$ cat src/rtl/pagerank_sweep_ctrl.sv
// PageRank damping sweep controller: read-modify-write of every rank entry with
// new = sat((old * damping) >> FRAC + base), plus an idle-only host access port.
module pagerank_sweep_ctrl #(
    parameter int unsigned WIDTH    = 21,
    parameter int unsigned ADDWIDTH = 5,
    parameter int unsigned NODES    = 32,
    parameter int unsigned FRAC     = 16
) (
    input  logic                clk,
    input  logic                reset,
    input  logic                start,
    input  logic [WIDTH-1:0]    damping,
    input  logic [WIDTH-1:0]    base,
    output logic                busy,
    output logic                done,
    output logic                sat,
    input  logic                host_req,
    input  logic                host_we,
    input  logic [ADDWIDTH-1:0] host_addr,
    input  logic [WIDTH-1:0]    host_wdata,
    output logic                host_gnt,
    output logic                host_rvalid,
    output logic [WIDTH-1:0]    host_rdata,
    output logic                rf_writeEnable,
    output logic                rf_readEnable,
    output logic [ADDWIDTH-1:0] rf_dest,
    output logic [ADDWIDTH-1:0] rf_source,
    output logic [WIDTH-1:0]    rf_dataIn,
    input  logic [WIDTH-1:0]    rf_dataOut
);

    typedef enum logic [1:0] {StIdle, StRd, StCalc, StWr} state_e;

    localparam logic [ADDWIDTH-1:0] LastIdx = ADDWIDTH'(NODES - 1);

    state_e              state_q, state_d;
    logic [ADDWIDTH-1:0] index_q, index_d;
    logic [WIDTH-1:0]    damping_q, base_q;
    logic [WIDTH-1:0]    result_q, result_d;
    logic                sat_q, sat_d;
    logic                done_q, done_d;
    logic                rvalid_q;
    logic                accept;

    logic [2*WIDTH-1:0]  product;
    logic [2*WIDTH:0]    sum;
    logic                overflow;

    // Full-width datapath so that any bit above WIDTH flags saturation.
    always_comb begin
        product  = (2*WIDTH)'(rf_dataOut) * (2*WIDTH)'(damping_q);
        sum      = {1'b0, product >> FRAC} + (2*WIDTH+1)'(base_q);
        overflow = |sum[2*WIDTH:WIDTH];
    end

    assign accept = (state_q == StIdle) && start;

    always_comb begin
        state_d        = state_q;
        index_d        = index_q;
        result_d       = result_q;
        sat_d          = sat_q;
        done_d         = 1'b0;
        host_gnt       = 1'b0;
        rf_writeEnable = 1'b0;
        rf_readEnable  = 1'b0;
        rf_dest        = '0;
        rf_source      = '0;
        rf_dataIn      = '0;

        unique case (state_q)
            StIdle: begin
                if (start) begin
                    state_d = StRd;
                    index_d = '0;
                    sat_d   = 1'b0;
                end else if (host_req && reset) begin
                    host_gnt       = 1'b1;
                    rf_writeEnable = host_we;
                    rf_readEnable  = ~host_we;
                    rf_dest        = host_addr;
                    rf_source      = host_addr;
                    rf_dataIn      = host_wdata;
                end
            end
            StRd: begin
                rf_readEnable = 1'b1;
                rf_source     = index_q;
                state_d       = StCalc;
            end
            StCalc: begin
                result_d = overflow ? '1 : sum[WIDTH-1:0];
                if (overflow) begin
                    sat_d = 1'b1;
                end
                state_d = StWr;
            end
            StWr: begin
                rf_writeEnable = 1'b1;
                rf_dest        = index_q;
                rf_dataIn      = result_q;
                if (index_q == LastIdx) begin
                    state_d = StIdle;
                    done_d  = 1'b1;
                end else begin
                    index_d = index_q + ADDWIDTH'(1);
                    state_d = StRd;
                end
            end
            default: state_d = StIdle;
        endcase
    end

    always_ff @(posedge clk or negedge reset) begin
        if (!reset) begin
            state_q   <= StIdle;
            index_q   <= '0;
            damping_q <= '0;
            base_q    <= '0;
            result_q  <= '0;
            sat_q     <= 1'b0;
            done_q    <= 1'b0;
            rvalid_q  <= 1'b0;
        end else begin
            state_q  <= state_d;
            index_q  <= index_d;
            result_q <= result_d;
            sat_q    <= sat_d;
            done_q   <= done_d;
            rvalid_q <= host_gnt & ~host_we;
            if (accept) begin
                damping_q <= damping;
                base_q    <= base;
            end
        end
    end

    assign busy        = (state_q != StIdle);
    assign done        = done_q;
    assign sat         = sat_q;
    assign host_rvalid = rvalid_q;
    assign host_rdata  = rf_dataOut;

endmodule

$ cat config.mk
export PLATFORM = sky130hd
export DESIGN_NAME = pagerank_sweep_ctrl
export DESIGN_NICKNAME = d
export VERILOG_FILES = /design/src/rtl/pagerank_sweep_ctrl.sv
export SDC_FILE = /design/constraint.sdc
export NUM_CORES = 1
export LEC_CHECK = 0
export ABC_AREA = 1
export CAP_MARGIN = 20
export CORE_UTILIZATION = 37
export CTS_CLUSTER_DIAMETER = 150
export DETAILED_ROUTE_END_ITERATION = 8
export DONT_BUFFER_PORTS = 1
export HOLD_SLACK_MARGIN = 0.1
export PLACE_DENSITY = 0.48
export SLEW_MARGIN = 25
export SYNTH_ARGS = -nofsm -noshare
export SYNTH_HDL_FRONTEND = slang
export SYNTH_SLANG_ARGS = --single-unit
$ cat constraint.sdc
create_clock -name clk -period 16.9 [get_ports clk]
set_input_delay 0 -clock clk [delete_from_list [all_inputs] [get_ports clk]]
set_output_delay 0 -clock clk [all_outputs]
set_load 0.02 [all_outputs]
**Word level (Yosys, flattened, before mapping)**

Index checks and enable logic that the tools add are counted.
Widths: inputs -> output; s select.

- Register bits: 73
- Input port bits: 94
- Output and inout port bits: 59
- Logic and storage cells: 57

- Add/sub/neg operators: 2
- Multiply operators: 1
- Eq/ne operators: 7
- Muxes and demuxes: 28
- Bitwise gates (word level): 2
- Reductions and logical operators: 9

Operator list:

| kind | count |
|---|---|
| $mux 21 | 3 |
| $mul 21x21->42 | 1 |
| $pmux 21 s2 | 1 |
| $pmux 5 s2 | 3 |
| $add 26x21->27 | 1 |
| $reduce_or 22->1 | 1 |
| $mux 5 | 4 |
| $mux 1 | 12 |
| $pmux 2 s4 | 1 |
| $ne 2x2->1 const B | 3 |
| $pmux 1 s2 | 3 |
| $reduce_and 3->1 | 2 |
| $reduce_bool 2->1 | 3 |
| $add 5x1->5 const B | 1 |
| $eq 5x5->1 const B | 1 |
| $eq 2x2->1 const B | 2 |
| $eq 2x1->1 const B | 1 |
| $logic_and 1x1->1 | 2 |
| $logic_not 2->1 | 1 |
| $mux 2 | 1 |
| $and 1x1->1 | 1 |
| $not 1->1 | 1 |

**Logic depth before layout (Yosys ltp)**

Gate-level depths: netlist of run 1.

- Depth in word-level cells: 5
- Gate-level depth with buffers: 47
- Gate-level depth less buffers: 45

**Worst setup path after synthesis of run 1**

OpenSTA, ideal clock, no wires.

- Path type: reg-to-reg
- From: register damping_q[4]
- To: register result_q[10]
- Library setup time: 116 ps
- Arrival time: 7651 ps
- Data required time: 16784 ps
- Path slack: 9133 ps
- Stages on the path, launching flop included: 47
- Path buffers: 2
- Period minus slack after synthesis: 7767 ps
- Path through: dfrtp_1 -> clkbuf_1 -> nand2_1 -> inv_1 -> fa_1 -> fa_1 -> inv_1 -> fa_1 -> inv_1 -> fa_1 -> inv_1 -> fa_1 -> inv_1 -> fa_1 -> inv_1 -> fa_1 -> inv_1 -> ha_1 -> [... 11 more ...] -> xnor2_1 -> ha_1 -> nand2_1 -> nor2_1 -> nand2_1 -> inv_1 -> nand4_1 -> nand3_1 -> inv_1 -> nor2_1 -> nand2_1 -> nand2_1 -> nand2_1 -> nor2_2 -> nand3_2 -> buf_6 -> o21bai_2 -> inv_1

- Word-level cells in the longest chain between the ends: 4

RTL lines:

| element | line | source |
|---|---|---|
| start: declaration | 38 | `logic [WIDTH-1:0] damping_q, base_q;` |
| start signal: assignment | 132 | `damping_q <= damping;` |
| $mul 21x21->42 * | 51 | `product = (2*WIDTH)'(rf_dataOut) * (2*WIDTH)'(damping_q);` |
| $add 26x21->27 * | 52 | `sum = {1'b0, product >> FRAC} + (2*WIDTH+1)'(base_q);` |
| $reduce_or 22->1 | 53 | `overflow = \|sum[2*WIDTH:WIDTH];` |
| $mux 21 * | 92 | `result_d = overflow ? '1 : sum[WIDTH-1:0];` |
| end signal: assignment | 127 | `result_q <= result_d;` |
| end: declaration | 39 | `logic [WIDTH-1:0] result_q, result_d;` |

Mark *: on every way between the ends. The rest lies on a longest branch, timed or not.
A chain may end at the register's enable or synchronous reset.

**Worst setup path in the final report of run 1**

- From: register damping_q[5]
- To: register result_q[20]

The elaborated chain is that of the path after synthesis.

==> summary.txt, run 1 <==
Synthesis
  • Synth Area in XOR/XNOR: 0.0197
  • Synth Register Bits: 73
  • Post-synth EDFFs: 0
  • Area share of fa/ha/maj cells after synthesis: 0.471
  • Post-synthesis sequential area ratio: 0.0914
  • Fraction of registers with async set/reset: 1.00
  • Post-Syn Nets: 3261
  • Synthesized area: 20000 um2
  • Primary FF master, synth: dfrtp_1
  • Largest family of logic cells by synthesized area: adder cells
  • Compound-cell area share of the yosys netlist: 0.0497
  • Synth warn: 0
  • Mean Syn Cell Area: 7.60 um2
  • Mux cell area share after synthesis: 0.0237
  • Post-synthesis simple-gate area fraction: 0.176
  • Netlist cell types: 40
  • Post-synthesis instance total: 2630

CTS
  • CTS tree: built
  • Reg clk slew, reported paths: 100 ps
  • Postcts setup bufs: 0
  • Number of buffers created by CTS: 9
  • Clock sinks: 73
  • Clock Latency Late Sink: 390 ps
  • Worst-case clock buffer depth: 2
  • H-tree levels: 3
  • Root buffer cell: clkbuf_16

STA
  • Rel. slew slack: 0.281
  • Skew final: 28.9 ps
  • Max-slew violation count: 0
  • Final setup TNS: 0 ps
  • Final min period: 9350 ps
  • Final worst-path cycle share: 0.553
  • Count of final hold-check violations: 0
  • Fmax: 107 MHz
  • RSZ-0062 raised after global routing: no
  • Worst-margin pin slew: 1080 ps
  • Final setup vio count: 0

Setup path
  • Worst Path Arrival: 9610 ps
  • Nature of the critical path endpoint: flip-flop
  • CP Data Required Time: 17160 ps
  • Setup CP Type: reg -> reg
  • Worst path slowest cell: dfrtp_1
  • FF-to-FF path depth: 40
  • Critical path peak fanout: 23
  • Max incr delay on CP: 940 ps
  • Crit path launch type: flip-flop
  • CP dominant cell by count: inv_1

Floorplan
  • Initial core utilization: 0.377
  • Die height: 234 um
  • Die Span X: 234 um
  • IO Count: 153
  • DIE AREA: 55000 um2
  • Site Rows: 84
  • Core Area: 53000 um2

Placement
  • Final GP Congestion: 0.890
  • Placed Area: 20400 um2
  • Placed cell count: 3210
  • Post-DP HPWL: 44600 um
  • IO buf count: 0

Cells and area
  • Share of layout cells above drive strength 1: 0.0445
  • Ant diodes: 0
  • Commonest cells after routing, fill and taps aside: inv_1 (750), nand2_1 (716), fa_1 (358)
  • Most common cell after layout, fill and taps aside: inv_1
  • Post-route insts no fill: 3294
  • Final #Nets: 3232
  • P&R area growth vs syn: 7.07%
  • Final instance area: 21400 um2

Min path
  • Hold Path Class: in -> out
  • Min-Delay Path Depth: 2

Global routing
  • First-pass GRT wire length: 89600 um
  • Largest net degree at the start of global routing: 75
  • Met3 Track Usage GR: 0.0280
  • Total Routing Usage GR: 0.212
  • Routing usage on met2: 0.381
  • Vias in the first global route: 17093
  • GR Overflow Total: 0
  • Met1 Resource Use GR: 0.269
  • GRT busiest layer: met2
  • Initial antenna violation count: 1

Detailed routing
  • Post-route DRC: 0
  • DR iter-0 viols: 685
  • DR WL/cell: 16.6 um
  • Vias/cell: 4.73
  • Routed vias: 15584
  • Post-DRT Antenna Nets: 0
  • DR pass1 iterations: 7
  • Final wirelength: 54800 um

Run status
  • Status: complete, no violations

Job
  • Max cap viols: 0
critical path: cells and delay by family (launching register included):
family / cells / cell delay, ps
compound gates: 7 / 1530
simple gates: 14 / 1810
buf+inv: 9 / 540
flops: 1 / 940
fa+ha+maj: 9 / 4080
xor+xnor: 1 / 310
final timing paths:
kind                                start  slack [ps]             to
max                          damping_q[5]        7550   result_q[20]
min                        host_wdata[17]         190  rf_dataIn[17]
max reg2reg                  damping_q[5]        7550   result_q[20]
min reg2reg                   result_q[4]         520    result_q[4]
max in group asynchronous           reset       16280      base_q[0]
min in group asynchronous           reset         200  damping_q[14]
logic make-up (layout without fill, tap and decap cells):
group           after synthesis  count (layout)
xor+xnor                     45              45
fa+ha+maj                   537             537
flops                        73              73
simple gates                891             891
compound gates              168             168
mux                          42              42
buf+inv                     874             850
metrics by stage:
stage	util	setup slack (ps)	hold WS, ps
final	0.404	7550	187
after global routing	0.404	6670	195
after CTS	0.404	7360	191
after detailed placement	0.385	7420	-292
after global placement	0.385	7490	-291
after floorplan	-	9130	-296
what timing repair did:
| action | 4_1_cts | 5_1_grt |
|---|---|---|
| gates resized for setup | 0 | 0 |
| endpoints found under the hold margin | 142 | 0 |
| hold buffers | 68 | 0 |
registers in the layout (all words and copies together), names as in the netlist:
name and cells:
base_q 21, damping_q 21, done 1, host_rvalid 1, index_q 5, result_q 21, sat 1, state_q 2
cell usage after synthesis, types with 3 or more instances:
cell,count,area share
fa_1,358,0.36
nand3_1,41,0.010
o21bai_1,11,0.0041
buf_1,4,0.00075
clkbuf_1,93,0.017
ha_1,179,0.11
buf_4,21,0.0079
o21bai_2,14,0.0079
dfrtp_1,73,0.091
nor3_1,7,0.0018
a21o_1,3,0.0011
mux2_2,42,0.024
o21ai_0,30,0.0075
xor2_1,26,0.011
nand2_1,717,0.13
inv_2,3,0.00056
nand2_2,9,0.0028
xnor2_1,19,0.0083
inv_1,750,0.14
nand3_2,3,0.0015
nor2_2,8,0.0025
a31oi_1,6,0.0019
nand4_1,6,0.0019
a21oi_1,94,0.024
nor2_1,94,0.018
per-layer routing:
layer	vias to the layer above	wire (um)
met1	7833	24200
met4	2	935
li1	7459	-
met3	58	1780
met5	-	8
met2	232	27900
cell type report:
type	instances	area, um2
clock inverter	7	82.6
sequential	73	1830
tap	688	861
clock buffer	9	225
fill	5595	31600
multi-input combinational	1683	14800
timing repair buffer	81	796
inverter	753	2830
Power of run 1 is left out: the tool's default activity adds up to more than one toggle a clock period on the data nets, which glitch-free logic cannot reach.
==> inputs of run 2 (changes only) <==
--- a/config.mk
+++ b/config.mk
@@ -12,7 +12,7 @@
 export DETAILED_ROUTE_END_ITERATION = 8
 export DONT_BUFFER_PORTS = 1
 export HOLD_SLACK_MARGIN = 0.1
-export PLACE_DENSITY = 0.48
+export PLACE_DENSITY = 0.5
 export SLEW_MARGIN = 25
 export SYNTH_ARGS = -nofsm -noshare
 export SYNTH_HDL_FRONTEND = slang
==> constraint.sdc (replaced) <==
create_clock -name clk -period 8 [get_ports clk]
set_input_delay 0 -clock clk [delete_from_list [all_inputs] [get_ports clk]]
set_output_delay 0 -clock clk [all_outputs]
set_load 0.02 [all_outputs]
==> summary.txt, run 2 (synthesis gave the netlist of run 1 again) <==
Cells and area
  • Fin util: 0.459 (+0.0548)
  • Final #Nets: 3442 (+6.5%)
  • P&R area growth vs syn: 21.6%
  • Share of layout cells above drive strength 1: 0.181 (+0.136)
  • Most common cell after layout, fill and taps aside: inv_1
  • Ant diodes: 0 (unchanged)
  • Commonest cells after routing, fill and taps aside: inv_1 (733), nand2_1 (683), fa_1 (348)
  • Biggest regs: base_q x21, damping_q x21, result_q x21

Run status
  • Failing checks: setup timing
  • Status: finished, violations left

Global routing
  • Initial antenna violation count: 3 (+2)
  • Vias in the first global route: 17699 (+3.5%)
  • Total Routing Usage GR: 0.216 (+0.00419)
  • First-pass GRT wire length: 92100 um (+2.8%)
  • Largest net degree at the start of global routing: 75 (unchanged)
  • GR Overflow Total: 0 (unchanged)

Setup path
  • Delay-heaviest family, CP: adder cells
  • CP Data Required Time: 8270 ps (-8890 ps)
  • Crit path launch type: flip-flop
  • Worst Path Buf+Inv: 13 (+4)
  • Max incr delay on CP: 550 ps (-390 ps)
  • CP dominant cell by count: fa_1
  • Setup CP Type: reg -> reg
  • Nature of the critical path endpoint: flip-flop
  • Worst path slowest cell: fa_1
  • Worst Path Arrival: 8290 ps (-1320 ps)
  • Critical path peak fanout: 5 (-78%)

Detailed routing
  • Final wirelength: 56600 um (+3.3%)
  • Vias/cell: 4.68 (-1.0%)
  • DR WL/cell: 16.2 um (-2.9%)
  • Routed vias: 16412 (+5.3%)
  • DR iter-0 viols: 698 (+1.9%)
  • Post-DRT Antenna Nets: 0 (unchanged)
  • DR pass1 iterations: 5 (-2)
  • Post-route DRC: 0 (unchanged)

Placement
  • IO buf count: 0 (unchanged)
  • Post-DP HPWL: 46200 um (+3.8%)
  • Final GP Congestion: 0.891 (about the same)

Floorplan
  • Die height: 234 um (unchanged)
  • Core Area: 53000 um2 (unchanged)
  • Die Span X: 234 um (unchanged)
  • DIE AREA: 55000 um2 (unchanged)
  • IO Count: 153 (unchanged)
  • Site Rows: 84 (unchanged)
  • Initial core utilization: 0.377 (unchanged)

STA
  • Max-slew violation count: 0 (unchanged)
  • Worst-margin pin slew: 943 ps (-136 ps)
  • Fmax: 125 MHz (+16%)
  • Skew final: 17.2 ps (-11.6 ps)
  • Slack of the critical path: -21.7 ps (-7580 ps)
  • Count of final hold-check violations: 0 (unchanged)
  • Final worst-path cycle share: 1.00 (+0.450)
  • Rel. slew slack: 0.371 (+0.0908)
  • Final setup vio count: 15 (+15)
  • RSZ-0062 raised after global routing: yes
  • Final setup TNS: -188 ps (-188 ps)
  • Final min period: 8020 ps (-1320 ps)

CTS
  • Root buffer cell: clkbuf_16
  • Number of buffers created by CTS: 9 (unchanged)
  • CTS tree: built
  • Clock sinks: 73 (unchanged)
  • H-tree levels: 3 (unchanged)
  • Reg clk slew, reported paths: 90 ps (about the same)
  • Clock Latency Late Sink: 390 ps (about the same)
  • Worst-case clock buffer depth: 2 (unchanged)

Min path
  • Hold Path Class: in -> out

Job
  • Max cap viols: 0 (unchanged)
run 2: per-stage QoR:
| step | cells | setup WS [ps] | hold WS [ps] | area, um2 |
|---|---|---|---|---|
| 2_1_floorplan | 2630 | 233 | -296 | 20000 |
| 3_3_place_gp | 3378 | -258 | -290 | 21700 |
| 4_1_cts | 3491 | -70.4 | 188 | 23500 |
| 5_1_grt | 3504 | -329 | 191 | 24300 |
| 6_report | 3504 | -21.7 | 186 | 24300 |
| 3_5_place_dp | 3378 | -383 | -289 | 21700 |
run 2: per-layer routing:
| layer | vias to the layer above | share of wire | global-route usage |
|---|---|---|---|
| li1 | 7880 | - | - |
| met1 | 8150 | 0.45 | 0.284 |
| met2 | 302 | 0.50 | 0.379 |
| met3 | 76 | 0.036 | 0.0264 |
| met4 | 4 | 0.018 | 0.0476 |
| met5 | - | 0.00049 | 0 |
run 2: worst paths after layout:
kind	from	endpoint	slack (ps)	cells past startpoint
max reg2reg	damping_q[3]	result_q[5]	-20	40
min reg2reg	base_q[3]	base_q[3]	520	1
max in group asynchronous	reset	base_q[4]	7310	2
min	host_wdata[18]	rf_dataIn[18]	190	2
min in group asynchronous	reset	damping_q[5]	250	2
max	damping_q[3]	result_q[5]	-20	40
run 2: repair_timing:
action,in CTS,in global routing
pin swaps,90,97
buffers inserted,28,13
gates resized for setup,127,143
hold buffers,68,0
hold endpoints to repair,142,0
cloned,2,1
endpoints found under the setup margin,22,22
run 2: layout make-up:
type                       count  area (um2)
clock buffer                   9         225
clock inverter                 7        86.3
fill                        5315       28700
inverter                     753        2830
multi-input combinational   1683       15900
sequential                    73        1840
tap                          688         861
timing repair buffer         291        2570
run 2: worst register-to-register path: cells and delay by family (launching register included):
kind / cells / cell delay (ps)
flops: 1 / 410
fa+ha+maj: 9 / 4110
xor+xnor: 1 / 250
compound gates: 7 / 920
simple gates: 10 / 990
buf+inv: 13 / 1220
Power of run 2 is left out for the same reason.
==> inputs of run 3 (changes only) <==
--- a/config.mk
+++ b/config.mk
@@ -13,6 +13,7 @@
 export DONT_BUFFER_PORTS = 1
 export HOLD_SLACK_MARGIN = 0.1
 export PLACE_DENSITY = 0.5
+export REMOVE_ABC_BUFFERS = 1
 export SLEW_MARGIN = 25
 export SYNTH_ARGS = -nofsm -noshare
 export SYNTH_HDL_FRONTEND = slang
==> summary.txt, run 3 (synthesis gave the netlist of run 1 again) <==
Cells and area
  • Fill count: 5356 (+0.77%)
  • Area of the multi-input gates: 15500 um2 (-2.8%)
  • Share of layout cells above drive strength 1: 0.154 (-0.0268)
  • Biggest regs: base_q x21, damping_q x21, result_q x21
  • Final #Nets: 3426 (-0.46%)
  • FF/Latch Area: 1840 um2 (-0.14%)
  • P&R area growth vs syn: 18.7%
  • Fin util: 0.448 (-0.0109)
  • Most common cell after layout, fill and taps aside: inv_1
  • Commonest cells after routing, fill and taps aside: inv_1 (735), nand2_1 (702), fa_1 (352)

Detailed routing
  • DR iter-0 viols: 733 (+5.0%)
  • Routed vias: 16313 (-0.60%)
  • DR pass1 iterations: 5 (unchanged)
  • Vias/cell: 4.67 (-0.26%)
  • DR WL/cell: 16.0 um (-1.0%)
  • Post-DRT Antenna Nets: 0 (unchanged)
  • Post-route DRC: 0 (unchanged)
  • Final wirelength: 55900 um (-1.4%)

Setup path
  • Max incr delay on CP: 600 ps (+50 ps)
  • CP Data Required Time: 8250 ps (-20 ps)
  • CP dominant cell by count: fa_1
  • Crit path launch type: flip-flop
  • Critical path peak fanout: 9 (+4)
  • Nature of the critical path endpoint: flip-flop
  • Setup CP Type: reg -> reg
  • Worst path slowest cell: fa_1
  • Worst Path Arrival: 8360 ps (+70 ps)

Floorplan
  • DIE AREA: 55000 um2 (unchanged)
  • Initial core utilization: 0.377 (unchanged)
  • Die height: 234 um (unchanged)
  • IO Count: 153 (unchanged)
  • Die Span X: 234 um (unchanged)
  • Core Area: 53000 um2 (unchanged)
  • Site Rows: 84 (unchanged)

STA
  • Worst-margin pin slew: 895 ps (-48.0 ps)
  • Skew final: 21.7 ps (+4.42 ps)
  • Slack of the critical path: -112 ps (-90.3 ps)
  • RSZ-0062 raised after global routing: yes
  • Max-slew violation count: 0 (unchanged)
  • Count of final hold-check violations: 0 (unchanged)
  • Final worst-path cycle share: 1.01 (+0.0113)
  • Rel. slew slack: 0.403 (+0.0320)
  • Final setup vio count: 22 (+7)
  • Fmax: 123 MHz (-1.1%)
  • Final min period: 8110 ps (+90.3 ps)

Global routing
  • Initial antenna violation count: 5 (+2)
  • First-pass GRT wire length: 92200 um (+0.12%)
  • Largest net degree at the start of global routing: 75 (unchanged)
  • GR Overflow Total: 0 (unchanged)
  • Vias in the first global route: 17521 (-1.0%)
  • Total Routing Usage GR: 0.216 (about the same)

Placement
  • Post-DP HPWL: 46000 um (-0.41%)
  • IO buf count: 0 (unchanged)
  • Final GP Congestion: 0.881 (-1.1%)
  • Pre-CTS WS: -323 ps (+59.5 ps)

CTS
  • H-tree levels: 3 (unchanged)
  • Worst-case clock buffer depth: 2 (unchanged)
  • Reg clk slew, reported paths: 90 ps (about the same)
  • CTS tree: built
  • Number of buffers created by CTS: 9 (unchanged)
  • Root buffer cell: clkbuf_16
  • Clock sinks: 73 (unchanged)
  • Clock Latency Late Sink: 380 ps (about the same)

Job
  • Max cap viols: 0 (unchanged)

Run status
  • Status: finished, violations left
  • Failing checks: setup timing

Min path
  • Hold Path Class: in -> reg
-- run 3: stage by stage --
step                      setup TNS [ps]  std cells  cell area [um2]  hold slack, ps
final                              -1750       3492            23700             147
after global routing               -9900       3491            23700             194
after CTS                          -1300       3484            23400             145
after detailed placement           -6530       3375            21700            -293
after global placement             -6670       3375            21700            -294
after floorplan                     -204       2509            19400            -296
-- run 3: layout make-up --
| cell class | count | area share |
|---|---|---|
| well taps | 688 | 0.0363 |
| diodes | 4 | 0.000422 |
| inverters | 753 | 0.119 |
| clock buffers | 9 | 0.00949 |
| multi-input cells | 1683 | 0.651 |
| flip-flops and latches | 73 | 0.0775 |
| clock inverters | 7 | 0.00258 |
| repair buffers | 275 | 0.103 |
-- run 3: timing repair --
item                                    in CTS  in global routing
cloned                                       4                  0
gates resized for setup                    106                 68
endpoints found under the hold margin      142                  0
pin swaps                                   60                 31
setup buffers                               21                  5
hold buffers                                68                  0
endpoints found under the setup margin      22                 22
-- run 3: path summary, 6_finish.rpt --
kind,startpoint,endpoint,cells after the start,slack (ps)
worst max-delay path,damping_q[10],result_q[20],41,-110
worst min-delay path,start,base_q[2],2,150
worst max register to register,damping_q[10],result_q[20],41,-110
worst min register to register,base_q[4],base_q[4],1,520
max in group asynchronous,reset,base_q[0],2,7430
min in group asynchronous,reset,base_q[16],2,200
-- run 3: metal layers --
| layer | wire, um | track usage | vias up |
|---|---|---|---|
| li1 | - | - | 7847 |
| met1 | 25500 | 0.290 | 8097 |
| met2 | 27400 | 0.376 | 316 |
| met3 | 2290 | 0.0303 | 53 |
| met4 | 616 | 0.0317 | 0 |
| met5 | 0 | 0 | - |
-- run 3: critical path, delay by kind of cell, from the launching register on --
family                   cells  cell delay, ps
AO/OA/AOI/OAI                5             650
buffers and inverters       12            1190
AND/OR/NAND/NOR             14            1260
adder cells (fa/ha/maj)      9            4120
flip-flops                   1             440
XOR/XNOR                     1             270
Power of run 3 is left out for the same reason.
